`src/rtl/game_tick_scheduler.sv`:
```
// SpacyBird game-loop sequencer: phase FSM, tick prescaler and difficulty ramp.
// Each level-up shortens the tick interval until it reaches a floor.
module game_tick_scheduler #(
  parameter int START_PERIOD    = 7,
  parameter int MIN_PERIOD      = 3,
  parameter int STEP            = 2,
  parameter int TICKS_PER_LEVEL = 4,
  parameter int MAX_LEVEL       = 3,
  parameter int N               = $clog2(START_PERIOD + 1),
  parameter int L               = $clog2(MAX_LEVEL + 1)
) (
  input  logic         iClk,
  input  logic         iRstN,
  input  logic         iStart,
  input  logic         iPause,
  input  logic         iCollision,
  output logic         oTick,
  output logic [L-1:0] oLevel,
  output logic [N-1:0] oPeriod,
  output logic [1:0]   oState,
  output logic         oGameOver
);

  localparam int TW = (TICKS_PER_LEVEL > 1) ? $clog2(TICKS_PER_LEVEL) : 1;
  localparam logic [N-1:0]  START_P   = N'(START_PERIOD);
  localparam logic [N-1:0]  MIN_P     = N'(MIN_PERIOD);
  localparam logic [N-1:0]  STEP_P    = N'(STEP);
  localparam logic [N:0]    DEC_FLOOR = (N + 1)'(MIN_PERIOD + STEP);
  localparam logic [L-1:0]  MAX_L     = L'(MAX_LEVEL);
  localparam logic [TW-1:0] TPL_LAST  = TW'(TICKS_PER_LEVEL - 1);

  typedef enum logic [1:0] {
    ST_IDLE  = 2'b00,
    ST_RUN   = 2'b01,
    ST_PAUSE = 2'b10,
    ST_OVER  = 2'b11
  } state_e;

  state_e        state_q, state_d;
  logic [N-1:0]  presc_q, presc_d;
  logic [N-1:0]  period_q, period_d;
  logic [L-1:0]  level_q, level_d;
  logic [TW-1:0] tick_cnt_q, tick_cnt_d;
  logic          tick_q, tick_d;
  logic          over_q, over_d;

  // Next-state, counter and difficulty logic.
  always_comb begin
    state_d    = state_q;
    presc_d    = presc_q;
    period_d   = period_q;
    level_d    = level_q;
    tick_cnt_d = tick_cnt_q;
    tick_d     = 1'b0;
    case (state_q)
      ST_IDLE, ST_OVER: begin
        if (iStart) begin
          state_d    = ST_RUN;
          presc_d    = '0;
          tick_cnt_d = '0;
          level_d    = '0;
          period_d   = START_P;
        end else begin
          state_d = state_q;
        end
      end
      ST_RUN: begin
        // Collision and pause both swallow a coinciding terminal compare.
        if (iCollision) begin
          state_d = ST_OVER;
        end else if (iPause) begin
          state_d = ST_PAUSE;
        end else if (presc_q >= period_q) begin
          presc_d = '0;
          tick_d  = 1'b1;
          if (tick_cnt_q == TPL_LAST) begin
            tick_cnt_d = '0;
            if (level_q != MAX_L) begin
              level_d = level_q + L'(1);
              if ({1'b0, period_q} >= DEC_FLOOR) begin
                period_d = period_q - STEP_P;
              end else begin
                period_d = MIN_P;
              end
            end else begin
              level_d = level_q;
            end
          end else begin
            tick_cnt_d = tick_cnt_q + TW'(1);
          end
        end else begin
          presc_d = presc_q + N'(1);
        end
      end
      ST_PAUSE: begin
        if (iCollision) begin
          state_d = ST_OVER;
        end else if (iPause) begin
          state_d = ST_RUN;
        end else begin
          state_d = ST_PAUSE;
        end
      end
      default: begin
        state_d = ST_IDLE;
      end
    endcase
    over_d = (state_d == ST_OVER);
  end

  // State and datapath registers.
  always_ff @(posedge iClk or negedge iRstN) begin
    if (!iRstN) begin
      state_q    <= ST_IDLE;
      presc_q    <= '0;
      period_q   <= START_P;
      level_q    <= '0;
      tick_cnt_q <= '0;
      tick_q     <= 1'b0;
      over_q     <= 1'b0;
    end else begin
      state_q    <= state_d;
      presc_q    <= presc_d;
      period_q   <= period_d;
      level_q    <= level_d;
      tick_cnt_q <= tick_cnt_d;
      tick_q     <= tick_d;
      over_q     <= over_d;
    end
  end

  assign oTick     = tick_q;
  assign oLevel    = level_q;
  assign oPeriod   = period_q;
  assign oState    = state_q;
  assign oGameOver = over_q;

endmodule

```
`config.mk`:
```
export PLATFORM = sky130hd
export DESIGN_NAME = game_tick_scheduler
export DESIGN_NICKNAME = d
export VERILOG_FILES = /design/src/rtl/game_tick_scheduler.sv
export SDC_FILE = /design/constraint.sdc
export NUM_CORES = 1
export LEC_CHECK = 0
export ABC_AREA = 1
export BUFFER_PORTS_ARGS = -buffer_cell sky130_fd_sc_hd__buf_2
export CORE_MARGIN = 4
export CORE_UTILIZATION = 35
export CTS_BUF_LIST = sky130_fd_sc_hd__clkbuf_16
export DETAILED_ROUTE_END_ITERATION = 16
export HOLD_SLACK_MARGIN = 0.02
export PLACE_DENSITY = 0.64
export SYNTH_ARGS = -nofsm -noshare
export SYNTH_HDL_FRONTEND = slang
export SYNTH_SLANG_ARGS = --single-unit
```
`constraint.sdc`:
```
create_clock -name iClk -period 3.9 [get_ports iClk]
set_input_delay 0.585 -clock iClk [delete_from_list [all_inputs] [get_ports iClk]]
set_output_delay 0.585 -clock iClk [all_outputs]
set_load 0.005 [all_outputs]
```
==> results of run 1 <==
kinds of logic (layout without fill, tap and decap cells):
family / Yosys count / count (layout)
AND/OR/NAND/NOR: 41 / 41
AO/OA/AOI/OAI: 20 / 20
buffers and inverters: 19 / 35
flip-flops: 14 / 14
adder cells (fa/ha/maj): 10 / 10
through the flow:
| stage | cells | area (sq um) | setup WS [ns] | hold WS, ns |
|---|---|---|---|---|
| after floorplan | 104 | 878 | 2.37 | 0.289 |
| after global placement | 144 | 973 | 2.22 | 0.480 |
| after detailed placement | 144 | 973 | 2.19 | 0.495 |
| after CTS | 148 | 1050 | 2.17 | 0.242 |
| after global routing | 148 | 1050 | 2.05 | 0.254 |
| final | 148 | 1050 | 2.18 | 0.237 |
layout make-up:
type | instances | area [sq um] | area share
Clock buffer | 3 | 75.1 | 0.0713
Clock inverter | 1 | 3.75 | 0.00357
Inverter | 18 | 67.6 | 0.0642
Multi-Input combinational cell | 71 | 452 | 0.429
Sequential cell | 14 | 354 | 0.337
Tap cell | 28 | 35.0 | 0.0333
Timing Repair Buffer | 13 | 65.1 | 0.0618
worst max-delay path, delay by kind of cell, from the launching register on:
kind / cells / cell delay, ns
buffers and inverters: 1 / 0.06
AND/OR/NAND/NOR: 3 / 0.39
flip-flops: 1 / 0.57
AO/OA/AOI/OAI: 2 / 0.32
adder cells (fa/ha/maj): 1 / 0.30
flip-flops by register name (all words and copies together) (netlist names):
name / cells
oGameOver: 1
oState: 2
presc_q: 3
tick_cnt_q: 2
oTick: 1
oPeriod: 3
oLevel: 2
Yosys cell counts, drive strengths merged:
cell	number
a21oi	6
a31oi	1
buf	1
dfrtp	11
dfstp	3
ha	10
inv	18
nand2	25
nand3	7
nor2	8
o21ai	12
o21bai	1
or2	1
worst paths after layout:
| check | start | end | slack (ns) | depth (start not counted) |
|---|---|---|---|---|
| worst max register to register | oPeriod[2] | oPeriod[1] | 2.18 | 7 |
| worst min-delay path | iRstN | presc_q[0] | 0.24 | 1 |
| max in group asynchronous | iRstN | oPeriod[0] | 3.37 | 1 |
| worst min register to register | oPeriod[1] | oPeriod[1] | 0.51 | 2 |
| worst max-delay path | oPeriod[2] | oPeriod[1] | 2.18 | 7 |
| min in group iClk | oPeriod[1] | oPeriod[1] | 0.51 | 2 |
power by group through the flow:
stage          logic (uW)  clock network, uW  registers, uW
2_1_floorplan         370                  0            247
3_3_place_gp          468                  0            250
3_5_place_dp          483                  0            251
4_1_cts               487                194            250
6_report              480                191            249
5_1_grt               554                203            259
routing by layer:
layer,track usage,share of wire
met4,0.0464,0.010
met2,0.168,0.48
met5,0,0
met3,0.0267,0.035
met1,0.152,0.47
==> summary.txt, run 1 <==
Synth
  – FF+latch count, synth: 14
  – Post-Syn Area: 878 sq um
  – Synth Area in Compound Gates: 0.123
  – Synth cell types: 19
  – Area share of the largest cell type after synthesis: 0.313
  – Area leader, netlist: dfrtp_1
  – Mapped Cells: 104
  – Post-synthesis xor/xnor area fraction: 0
  – Synthesized net count: 119
  – Syn Area/Cell: 8.45 sq um
  – Main combinational cell family by area after synthesis: simple AND/OR/NAND/NOR gates
  – Mux cell area share after synthesis: 0
  – Simple logic cell fraction of the synthesized area: 0.249
  – Ys Warns: 0
  – Sequential cell area fraction in the yosys report: 0.403
  – Main area contributors after synthesis: dfrtp_1, ha_1, nand2_1, dfstp_2, inv_1
  – Synthesized-area fraction occupied by adder cells: 0.142

Cells and area
  – Final net count: 136
  – Core Util, Final: 0.458
  – Most frequent cells in the layout: nand2_1, inv_1, buf_2
  – Fillcell total: 226
  – Commonest non-fill, non-tap cell in the layout: nand2_1
  – Layout cell share with drive strength beyond 1: 0.233
  – Area Overhead vs Synth: 19.8%
  – Number of diodes: 0

Critical path
  – WP data arrival: 1.89 ns
  – Crit Path Max Fanout: 9
  – CP endpoint kind: register
  – Worst Path Required: 4.07 ns
  – Max incr delay on CP: 0.57 ns
  – Cell Chain, Critical Path: inv_1 > ha_1 > a21oi_1 > nand3_2 > nand3_4 > nand2_1 > o21ai_1
  – Worst path slowest cell: dfstp_2
  – Critical path type: register to register
  – Startpoint types: register

Timing
  – Slew Limit Fails: 0
  – Minimum clock period: 1.72 ns
  – Worst slew pin tran: 0.365 ns
  – Fin. Hold Viols: 0
  – Relative slew slack: 0.756
  – RSZ-0062 raised after global routing: no
  – Skew final: 0.00253 ns
  – Final Cycle Share: 0.442
  – Setup_tns: 0 ns
  – # setup viols final: 0
  – Max frequency: 580 MHz

Placement
  – Final Wtd Congestion: 0.851
  – Detailed Place HPWL: 1.34 mm
  – Port Buffers: 13

Floorplan
  – Top-Level Pins: 14
  – DIE AREA: 3380 sq um
  – Core area: 2300 sq um
  – Row count: 17
  – Chip height: 58.1 um
  – Initial Util: 0.382
  – Die width: 58.1 um

Route
  – DR vias: 720
  – Total Wirelength: 1.65 mm
  – # DRC: 0
  – Drt pass-1 iters: 4
  – Post-DR wirelength/cell: 11.1 um
  – Drt initial violations: 16
  – Final ANT Viol Nets: 0
  – Routed vias/inst: 4.86

Pwr
  – Net Switching: 397 uW
  – Static leakage: 0.000581 uW
  – Pwr Total: 920 uW
  – Switching Share: 0.432
  – Sequential share of power: 0.271
  – Power per standard cell area: 874 nW/um^2
  – Clock power share: 0.207
  – VDD IR max: 0.000532 V
  – Internal power: 523 uW
  – Gate power share: 0.522

Run status
  – Status: complete, no violations

Clock network
  – Post-CTS Resized: 0
  – Post-CTS Hold Buffers: 0
  – Clock Latency Late Sink: 0.24 ns
  – CTS tree: yes
  – Setup bufs post-CTS: 0
  – CTS root buffer: clkbuf_16
  – Clk sinks: 14
  – Worst-path clk slew: 0.05 ns
  – H-tree depth: 1
  – Clk buf depth: 2
  – Cts bufs inserted: 3

GRT
  – Vias in the first global route: 669
  – Initial antenna violation count: 0
  – Largest net degree at the start of global routing: 15
  – GRT overflow: 0
  – First-pass GRT wire length: 2.97 mm
  – GRT Overall Usage: 0.112

Flow run
  – # Max-Cap Violations: 0

Worst hold path
  – Worst Hold Class: input port to asynchronous set/reset pin
(Power assumes the default switching activity.)
==> inputs of run 2 (changes only) <==
--- a/config.mk
+++ b/config.mk
@@ -12,7 +12,7 @@
 export CTS_BUF_LIST = sky130_fd_sc_hd__clkbuf_16
 export DETAILED_ROUTE_END_ITERATION = 16
 export HOLD_SLACK_MARGIN = 0.02
-export PLACE_DENSITY = 0.64
+export PLACE_DENSITY = 0.66
 export SYNTH_ARGS = -nofsm -noshare
 export SYNTH_HDL_FRONTEND = slang
 export SYNTH_SLANG_ARGS = --single-unit
==> constraint.sdc (replaced) <==
create_clock -name iClk -period 1.5 [get_ports iClk]
set_input_delay 0.225 -clock iClk [delete_from_list [all_inputs] [get_ports iClk]]
set_output_delay 0.225 -clock iClk [all_outputs]
set_load 0.005 [all_outputs]
==> summary.txt, run 2 (synthesis gave the netlist of run 1 again) <==
Run status
  – Status: complete, no violations

Critical path
  – CP endpoint kind: register
  – Crit Path Max Fanout: 5
  – R2r endpoint: oLevel[1]
  – Worst Setup EP: oLevel[1]
  – Worst Path Required: 1.63 ns
  – Worst r2r path cells: 9
  – Critical path type: register to register
  – Startpoint types: register
  – Worst r2r src: oPeriod[2]
  – R2R setup slack: 0.03 ns
  – CP startpoint: oPeriod[2]
  – WP data arrival: 1.60 ns

Clock network
  – Clk buf depth: 2
  – H-tree depth: 1
  – Cts bufs inserted: 3
  – CTS root buffer: clkbuf_16
  – Clock Latency Late Sink: 0.24 ns
  – Worst-path clk slew: 0.05 ns
  – Clk sinks: 14
  – CTS tree: yes

Route
  – Drt pass-1 iters: 4
  – DR vias: 785
  – Routed vias/inst: 4.91
  – Total Wirelength: 1.88 mm
  – # DRC: 0
  – Final ANT Viol Nets: 0
  – Post-DR wirelength/cell: 11.8 um
  – Drt initial violations: 12

Floorplan
  – Core area: 2300 sq um
  – Top-Level Pins: 14
  – Row count: 17
  – DIE AREA: 3380 sq um
  – Chip height: 58.1 um
  – Initial Util: 0.382
  – Die width: 58.1 um

Timing
  – RSZ-0062 raised after global routing: yes
  – Setup_tns: 0 ns
  – Setup WS post-layout: 0.0299 ns
  – Relative slew slack: 0.787
  – Skew final: 0.00185 ns
  – Minimum clock period: 1.47 ns
  – Worst slew pin tran: 0.320 ns
  – Final Cycle Share: 0.980
  – Max frequency: 680 MHz
  – Fin. Hold Viols: 0
  – Slew Limit Fails: 0
  – # setup viols final: 0

GRT
  – GRT Overall Usage: 0.122
  – Vias in the first global route: 750
  – GRT overflow: 0
  – First-pass GRT wire length: 3.19 mm
  – Largest net degree at the start of global routing: 15
  – Initial antenna violation count: 0

Pwr
  – Power per standard cell area: 2390 nW/um^2
  – VDD IR max: 0.00121 V
  – Pwr Total: 2990 uW
  – Static leakage: 0.000641 uW

Placement
  – Detailed Place HPWL: 1.33 mm
  – Final Wtd Congestion: 0.782
  – Place WS: -0.0638 ns
  – Port Buffers: 13

Cells and area
  – Commonest non-fill, non-tap cell in the layout: nand2_1
  – Multi-input logic area: 563 sq um
  – Layout cell share with drive strength beyond 1: 0.432
  – Final net count: 148
  – Number of diodes: 0
  – Register Area: 354 sq um
  – Area Overhead vs Synth: 42.6%
  – Fillcell total: 211
  – Most frequent cells in the layout: nand2_1, inv_1, buf_2

Flow run
  – # Max-Cap Violations: 0

Worst hold path
  – Worst Hold Class: input port to register
run 2: cell count changes in the layout (fill, tap and decap cells not counted), sizes merged:
| cell | delta |
|---|---|
| buf | +10 |
| dlygate4sd3 | +1 |
| nand3 | +1 |
run 2: metrics by stage:
step / utilization / hold WS, ns / cell area [sq um] / cells
6_report: 0.545 / 0.342 / 1250 / 160
5_1_grt: 0.545 / 0.353 / 1250 / 160
4_1_cts: 0.521 / 0.324 / 1200 / 158
3_5_place_dp: 0.445 / 0.142 / 1020 / 150
3_3_place_gp: 0.445 / 0.138 / 1020 / 150
2_1_floorplan: - / -0.0706 / 882 / 104
run 2: timing repair:
action,in CTS,in global routing
pin swaps,6,10
hold buffers,1,0
endpoints found under the setup margin,9,11
hold endpoints to repair,11,0
resized for setup,14,9
gates cloned,1,0
setup buffers,2,2
run 2: final cells by class:
cell class	instances	share of cell area
clock buffers	3	0.0599
well taps	28	0.0280
clock inverters	1	0.00300
multi-input cells	72	0.450
repair buffers	24	0.123
flip-flops and latches	14	0.283
inverters	18	0.0539
run 2: worst min-delay path by stage:
stage,startpoint,cells past startpoint,slack (ns),to
6_report,iCollision,4,0.34,oTick
3_3_place_gp,iRstN,1,0.14,oTick
4_1_cts,iCollision,4,0.32,oTick
2_1_floorplan,iRstN,0,-0.07,oGameOver
5_1_grt,iCollision,4,0.35,oTick
3_5_place_dp,iRstN,1,0.14,oTick
run 2: power by group:
group	switching, uW	internal, uW
Combinational	1030	813
Sequential	112	537
Clock	148	352
run 2: critical path: stages (launching register included):
cell,delay [ns]
dfstp_2,0.54
inv_2,0.04
ha_4,0.27
nand2_2,0.05
inv_2,0.04
nand2_2,0.06
nand3_4,0.11
nand3_4,0.11
nand2_1,0.07
o21ai_1,0.05
run 2: per-layer routing:
layer  GRT usage  vias up  part of all wire
li1            -      392                 -
met1       0.155      364              0.43
met2       0.198       24              0.49
met3      0.0290        5             0.060
met4      0.0497        0             0.023
met5           0        -                 0
